<file path="config.mk">
export PLATFORM = sky130hd
export DESIGN_NAME = serial_subtractor_flat
export DESIGN_NICKNAME = d
export VERILOG_FILES = /design/src/rtl/serial_subtractor_if.sv /design/src/rtl/serial_subtractor.sv /design/src/flat_wrapper.sv
export SDC_FILE = /design/constraint.sdc
export NUM_CORES = 1
export LEC_CHECK = 0
export ABC_AREA = 1
export CAP_MARGIN = 0
export CORE_UTILIZATION = 32
export DETAILED_ROUTE_END_ITERATION = 16
export DONT_BUFFER_PORTS = 1
export MAX_ROUTING_LAYER = met4
export PLACE_DENSITY = 0.48
export SLEW_MARGIN = 20
export SYNTH_ARGS = -nofsm -noshare
export SYNTH_HDL_FRONTEND = slang
export SYNTH_SLANG_ARGS = --single-unit
</file>
<file path="constraint.sdc">
create_clock -name clk -period 1.9 [get_ports clk]
set_input_delay 0.095 -clock clk [delete_from_list [all_inputs] [get_ports clk]]
set_output_delay 0.095 -clock clk [all_outputs]
set_load 0.02 [all_outputs]
</file>
<file path="src/rtl/serial_subtractor_if.sv">
// Handshake and operand/result bundle for the bit-serial subtractor.
// master drives the request side; slave is the subtractor itself.
interface serial_subtractor_if #(
  parameter int unsigned WIDTH = 8
);
  logic             start;
  logic [WIDTH-1:0] a;
  logic [WIDTH-1:0] b;
  logic             b_in;
  logic             busy;
  logic             done;
  logic [WIDTH-1:0] diff;
  logic             b_out;
  logic             bit_valid;
  logic             diff_bit;

  modport master (
    output start, a, b, b_in,
    input  busy, done, diff, b_out, bit_valid, diff_bit
  );

  modport slave (
    input  start, a, b, b_in,
    output busy, done, diff, b_out, bit_valid, diff_bit
  );
endinterface

</file>
<file path="src/rtl/serial_subtractor.sv">
// Bit-serial LSB-first subtractor: diff = a - b - b_in over WIDTH cycles,
// using one full-subtractor cell and a borrow flip-flop.
module serial_subtractor #(
  parameter int unsigned WIDTH = 8
) (
  input logic               clk,
  input logic               rst_n,
  serial_subtractor_if.slave bus
);

  localparam int unsigned CntW = $clog2(WIDTH) + 1;
  localparam logic [CntW-1:0] LastCnt = CntW'(WIDTH - 1);

  typedef enum logic [1:0] {StIdle, StShift, StDone} state_e;

  state_e           state_q, state_d;
  logic [WIDTH-1:0] sa_q, sa_d;
  logic [WIDTH-1:0] sb_q, sb_d;
  logic [WIDTH-1:0] wd_q, wd_d;
  logic [WIDTH-1:0] diff_q, diff_d;
  logic [CntW-1:0]  cnt_q, cnt_d;
  logic             bw_q, bw_d;
  logic             b_out_q, b_out_d;

  logic             x, y, d, bw_next;
  logic [WIDTH-1:0] wd_next;

  assign x       = sa_q[0];
  assign y       = sb_q[0];
  assign d       = x ^ y ^ bw_q;
  assign bw_next = (~x & y) | (~(x ^ y) & bw_q);

  // The new bit enters at the MSB so that after WIDTH shifts bit 0 sits at the LSB.
  if (WIDTH == 1) begin : g_wd_one
    assign wd_next = d;
  end else begin : g_wd_many
    assign wd_next = {d, wd_q[WIDTH-1:1]};
  end

  always_comb begin
    state_d = state_q;
    sa_d    = sa_q;
    sb_d    = sb_q;
    wd_d    = wd_q;
    diff_d  = diff_q;
    cnt_d   = cnt_q;
    bw_d    = bw_q;
    b_out_d = b_out_q;
    unique case (state_q)
      StIdle: begin
        if (bus.start) begin
          state_d = StShift;
          sa_d    = bus.a;
          sb_d    = bus.b;
          bw_d    = bus.b_in;
          cnt_d   = '0;
          wd_d    = '0;
        end
      end
      StShift: begin
        sa_d  = sa_q >> 1;
        sb_d  = sb_q >> 1;
        wd_d  = wd_next;
        bw_d  = bw_next;
        cnt_d = cnt_q + 1'b1;
        if (cnt_q == LastCnt) begin
          state_d = StDone;
          diff_d  = wd_next;
          b_out_d = bw_next;
        end
      end
      StDone: state_d = StIdle;
      default: state_d = StIdle;
    endcase
  end

  always_ff @(posedge clk) begin
    if (!rst_n) begin
      state_q <= StIdle;
      sa_q    <= '0;
      sb_q    <= '0;
      wd_q    <= '0;
      diff_q  <= '0;
      cnt_q   <= '0;
      bw_q    <= 1'b0;
      b_out_q <= 1'b0;
    end else begin
      state_q <= state_d;
      sa_q    <= sa_d;
      sb_q    <= sb_d;
      wd_q    <= wd_d;
      diff_q  <= diff_d;
      cnt_q   <= cnt_d;
      bw_q    <= bw_d;
      b_out_q <= b_out_d;
    end
  end

  assign bus.busy      = (state_q != StIdle);
  assign bus.done      = (state_q == StDone);
  assign bus.bit_valid = (state_q == StShift);
  assign bus.diff_bit  = (state_q == StShift) ? d : 1'b0;
  assign bus.diff      = diff_q;
  assign bus.b_out     = b_out_q;

endmodule
</file>
<file path="src/flat_wrapper.sv">
// flat-port wrapper written by rule: the top's interface ports become plain ports
module serial_subtractor_flat 
#(
  parameter int unsigned WIDTH = 8
)
  (clk, rst_n, bus_start, bus_a, bus_b, bus_b_in, bus_busy, bus_done, bus_diff, bus_b_out, bus_bit_valid, bus_diff_bit);
  serial_subtractor_if #(.WIDTH(WIDTH)) bus_i ();
  input logic clk;
  input logic rst_n;
  input wire logic [$bits(bus_i.start)-1:0] bus_start;
  input wire logic [$bits(bus_i.a)-1:0] bus_a;
  input wire logic [$bits(bus_i.b)-1:0] bus_b;
  input wire logic [$bits(bus_i.b_in)-1:0] bus_b_in;
  output wire logic [$bits(bus_i.busy)-1:0] bus_busy;
  output wire logic [$bits(bus_i.done)-1:0] bus_done;
  output wire logic [$bits(bus_i.diff)-1:0] bus_diff;
  output wire logic [$bits(bus_i.b_out)-1:0] bus_b_out;
  output wire logic [$bits(bus_i.bit_valid)-1:0] bus_bit_valid;
  output wire logic [$bits(bus_i.diff_bit)-1:0] bus_diff_bit;
  assign bus_i.start = bus_start;
  assign bus_i.a = bus_a;
  assign bus_i.b = bus_b;
  assign bus_i.b_in = bus_b_in;
  assign bus_busy = bus_i.busy;
  assign bus_done = bus_i.done;
  assign bus_diff = bus_i.diff;
  assign bus_b_out = bus_i.b_out;
  assign bus_bit_valid = bus_i.bit_valid;
  assign bus_diff_bit = bus_i.diff_bit;
  serial_subtractor #(.WIDTH(WIDTH)) u_core (.clk(clk), .rst_n(rst_n), .bus(bus_i));
endmodule
</file>
Word level (Yosys, flattened, before mapping)

Index checks and enable logic that the tools add are counted.
Widths: inputs -> output; s select.

Bits in registers: 40
Output and inout bits: 13

$add $sub $neg: 1
Equal/unequal tests: 5
Multiplexer cells: 14
Bitwise gates (word level): 7
Reductions and logical operators: 6

Operator list:

| operator            | count |
|---|---|
| $pmux 8 s2          | 3 |
| $mux 8              | 3 |
| $pmux 4 s2          | 1 |
| $reduce_and 2->1    | 3 |
| $add 4x1->4 const B | 1 |
| $eq 4x3->1 const B  | 1 |
| $mux 2              | 2 |
| $mux 4              | 1 |
| $pmux 2 s2          | 1 |
| $reduce_bool 2->1   | 2 |
| $and 1x1->1         | 2 |
| $eq 2x1->1 const B  | 1 |
| $eq 2x2->1 const B  | 1 |
| $logic_not 2->1     | 1 |
| $mux 1              | 2 |
| $ne 2x1->1 const B  | 1 |
| $ne 2x2->1 const B  | 1 |
| $not 1->1           | 2 |
| $pmux 1 s2          | 1 |
| $xor 1x1->1         | 2 |
| $or 1x1->1          | 1 |

Longest topological paths before layout

Word-level depth: 5
Mapped depth: 7

Worst setup path before layout

OpenSTA, ideal clock, no wires.

Path type: register to output
Start point: register u_core.sb_q[0]
End point: output bus_diff_bit
Arrival time: 1.088 ns
Slack: 0.717 ns
Cell stages (with the launch flop): 5
Buffers on the path: 0
Cells stage by stage: dfxtp_1 inv_1 fa_1 nand2_1 inv_1

Cells in the longest elaborated chain, start to end: 3

RTL lines:

| what                      | line                     | text |
|---|---|---|
| from (decl)               | serial_subtractor.sv:18  | `logic [WIDTH-1:0] sb_q, sb_d;` |
| from (signal assigned)    | serial_subtractor.sv:81  | `sb_q <= '0;` |
| from (signal assigned)    | serial_subtractor.sv:90  | `sb_q <= sb_d;` |
| $xor 1x1->1 (2 in series) | serial_subtractor.sv:30  | `assign d = x ^ y ^ bw_q;` |
| net u_core.d              | serial_subtractor.sv:25  | `logic x, y, d, bw_next;` |
| $mux 1                    | serial_subtractor.sv:102 | `assign bus.diff_bit = (state_q == StShift) ? d : 1'b0;` |
| to (decl)                 | flat_wrapper.sv:19       | `output wire logic [$bits(bus_i.diff_bit)-1:0] bus_diff_bit;` |

The timed path passes the listed nets, and every way through them passes these cells.

Worst setup path after layout

Ends and elaborated chain as after synthesis.

==> impl_results.md <==
* P per Cell Area at 837 nW/um^2
* Gr ovfl total at 0
* Num rows at 26
* Ys Warns at 0
* Post-synthesis register bit count at 39
* Syn_nets at roughly 270
* Dpl cell area at 1780 um^2
* Vias at 1,473
* Fin util at 36.9%
* Wirelength, routed at 3920 um
* CP dominant cell by count: inv_1
* Peak supply drop at ~370 uV
* Drt pass-1 iters at 5
* Clock transition at path regs at about 0.080 ns
* Core area at 5140 um^2
* CP max stage cell: fa_1
* CP required at roughly 1.8 ns
* Fin area at approximately 1900 um^2
* Post-DP HPWL at 2550 um
* CP Capture Type: output pin
* CTS Buffer Depth at 2
* CTS Root Cell: clkbuf_8
* Mapped Cells at 243
* Post_cts resized at 0
* Worst path arrival time at around 1.5 ns
* Layout cell share with drive strength beyond 1 at 8.47%
* Setup Skew at around 0.004 ns
* Mapped cell area at 1720 um^2
* Synth area leader: dfxtp_1
* GRT Overall Usage at 16.0%
* Period utilization at 83.9%
* Vias per Instance at 4.63
* Port buffer count at 0
* Final setup fails at 0
* Critical Path Max Stage Delay at 0.58 ns
* Ant diodes at 0
* Yosys top cell area share at 45.4%
* Die X at 75.3 um
* Lkg Pwr at 0.819 nW
* Nets at roughly 270
* Clk_lat worst skew at slightly below 0.3 ns
* Largest net degree at the start of global routing at 21
* Starting Density at approximately 33%
* Min Clock Period, post-route at 1.59 ns
* DRC Markers at 0
* Post-CTS setup buffer count at 0
* RSZ-0062 raised after global routing: no
* Initial antenna violation count at 0
* Synth area leaders: dfxtp_1 45%, nand2_1 15%, nand3_1 14%, a21oi_1 6.1%, inv_1 5.2%
* Average size of a mapped cell at 7.07 um^2
* Hold_buf cts at 3
* Area Overhead vs Synth at 10.4%
* Hold Vio Cnt, Final at 0
* CTS buffer count at 5
* Die ar. at about 5700 um^2
* Crit Path Max Fanout at 2
* Status: finished clean
* Fmax at 627 MHz
* DIE HEIGHT at 75.3 um
* Number of global-route vias before repair at 1,427
* Max Transition Viols Final at 0
* Final setup margin at 0.305 ns
* Type of the worst setup path: reg2out
* Slew HR at 62.5%
* First-pass GRT wire length at 6580 um
* Post-DRT Antenna Nets at 0
* Setup crit start kind: register
* # IOs at 33
* H-tree depth at 2
* Gp weighted congestion at 0.727
* Setup TNS at 0 ns
* Register area share after synthesis at 45.4%
* Initial DRC count at slightly below 70
* HP Class: in2reg
* Measured slew at the worst slew-check pin at 0.561 ns
* Hold slack final at just over 0.009 ns
* Avg WL per Cell at roughly 12 um
* Distinct cells, synth at 17
* Filler Cells Inserted at 594
* # clock sinks at 39
* MaxCap Viol Count at 0
* CTS tree: built
* Place WS at 0.506 ns
* Cell Chain, Critical Path: inv_1 -> fa_1 -> nand2_1 -> inv_1
layout make-up:
type,count,area (um^2),share of cell area (%)
Clock buffer,5,68.8,3.63
Clock inverter,3,15.0,0.791
Inverter,25,93.8,4.94
Multi-Input combinational cell,167,764,40.3
Sequential cell,39,781,41.1
Tap cell,70,87.6,4.61
Timing Repair Buffer,9,87.6,4.61
power breakdown:
group,internal [mW],switching (mW),total [mW]
sequential,0.846,0.0168,0.863
clock,0.251,0.295,0.546
combinational,0.0635,0.117,0.180
total,1.16,0.428,1.59
cell usage in the layout, fill, tap and decap left out:
master	instances
nand2_2	2
dfxtp_1	39
nand3_1	47
a21oi_1	21
buf_4	5
inv_2	1
fa_1	1
nor2_2	2
inv_1	24
o21ai_0	2
nand2_1	70
ha_1	1
clkinv_2	3
dlygate4sd3_1	3
clkbuf_8	5
nor2_1	19
nor2_4	2
buf_12	1
worst max-delay path, delay by kind of cell (launching register included):
kind | cells | cell delay, ns
simple gates | 1 | 0.08
fa+ha+maj | 1 | 0.58
flops | 1 | 0.31
buf+inv | 2 | 0.24
state kept, by name (all words and copies together), names as in the netlist:
register          flops
u_core.bw_q           1
u_core.bus.diff       8
u_core.bus.b_out      1
u_core.wd_q           7
u_core.cnt_q          4
u_core.sb_q           8
u_core.state_q        2
u_core.sa_q           8
through the flow:
step                cells  power [mW]
floorplan             243        1.02
global placement      307        1.05
detailed placement    307        1.05
CTS                   318        1.60
global route          318        1.67
finish                318        1.59
final timing paths:
kind,from,end,slack [ns],cells past startpoint
max,u_core.sb_q[0]$_SDFFE_PN0P_,bus_diff_bit,0.31,4
min,bus_b[7],u_core.sb_q[7]$_SDFFE_PN0P_,0.009,2
max reg2reg,u_core.cnt_q[0]$_SDFFE_PN0P_,u_core.bus.b_out$_SDFFE_PN0P_,0.50,7
min reg2reg,u_core.wd_q[1]$_SDFFE_PN0P_,u_core.wd_q[1]$_SDFFE_PN0P_,0.47,2
routing by layer:
metal,vias to the layer above,global-route usage [%],routed length [um]
met1,672,20.1,1960
met5,-,-,0
li1,775,-,-
met4,0,4.32,15
met3,2,4.37,177
met2,24,25.5,1770
cells by family (layout without fill, tap and decap cells):
kind of cell / after synthesis / count (layout) / synth area share [%]
flip-flops: 39 / 39 / 45.4
buffers and inverters: 37 / 42 / 10.1
AO/OA/AOI/OAI: 23 / 23 / 6.70
AND/OR/NAND/NOR: 142 / 142 / 35.9
adder cells (fa/ha/maj): 2 / 2 / 1.89
cell usage after synthesis, drive strengths merged:
master	instances
nand2	72
nand3	47
dfxtp	39
inv	25
nor2	23
a21oi	21
buf	9
clkbuf	3
o21ai	2
fa	1
ha	1
No activity file was read; power rests on OpenSTA's default activity.
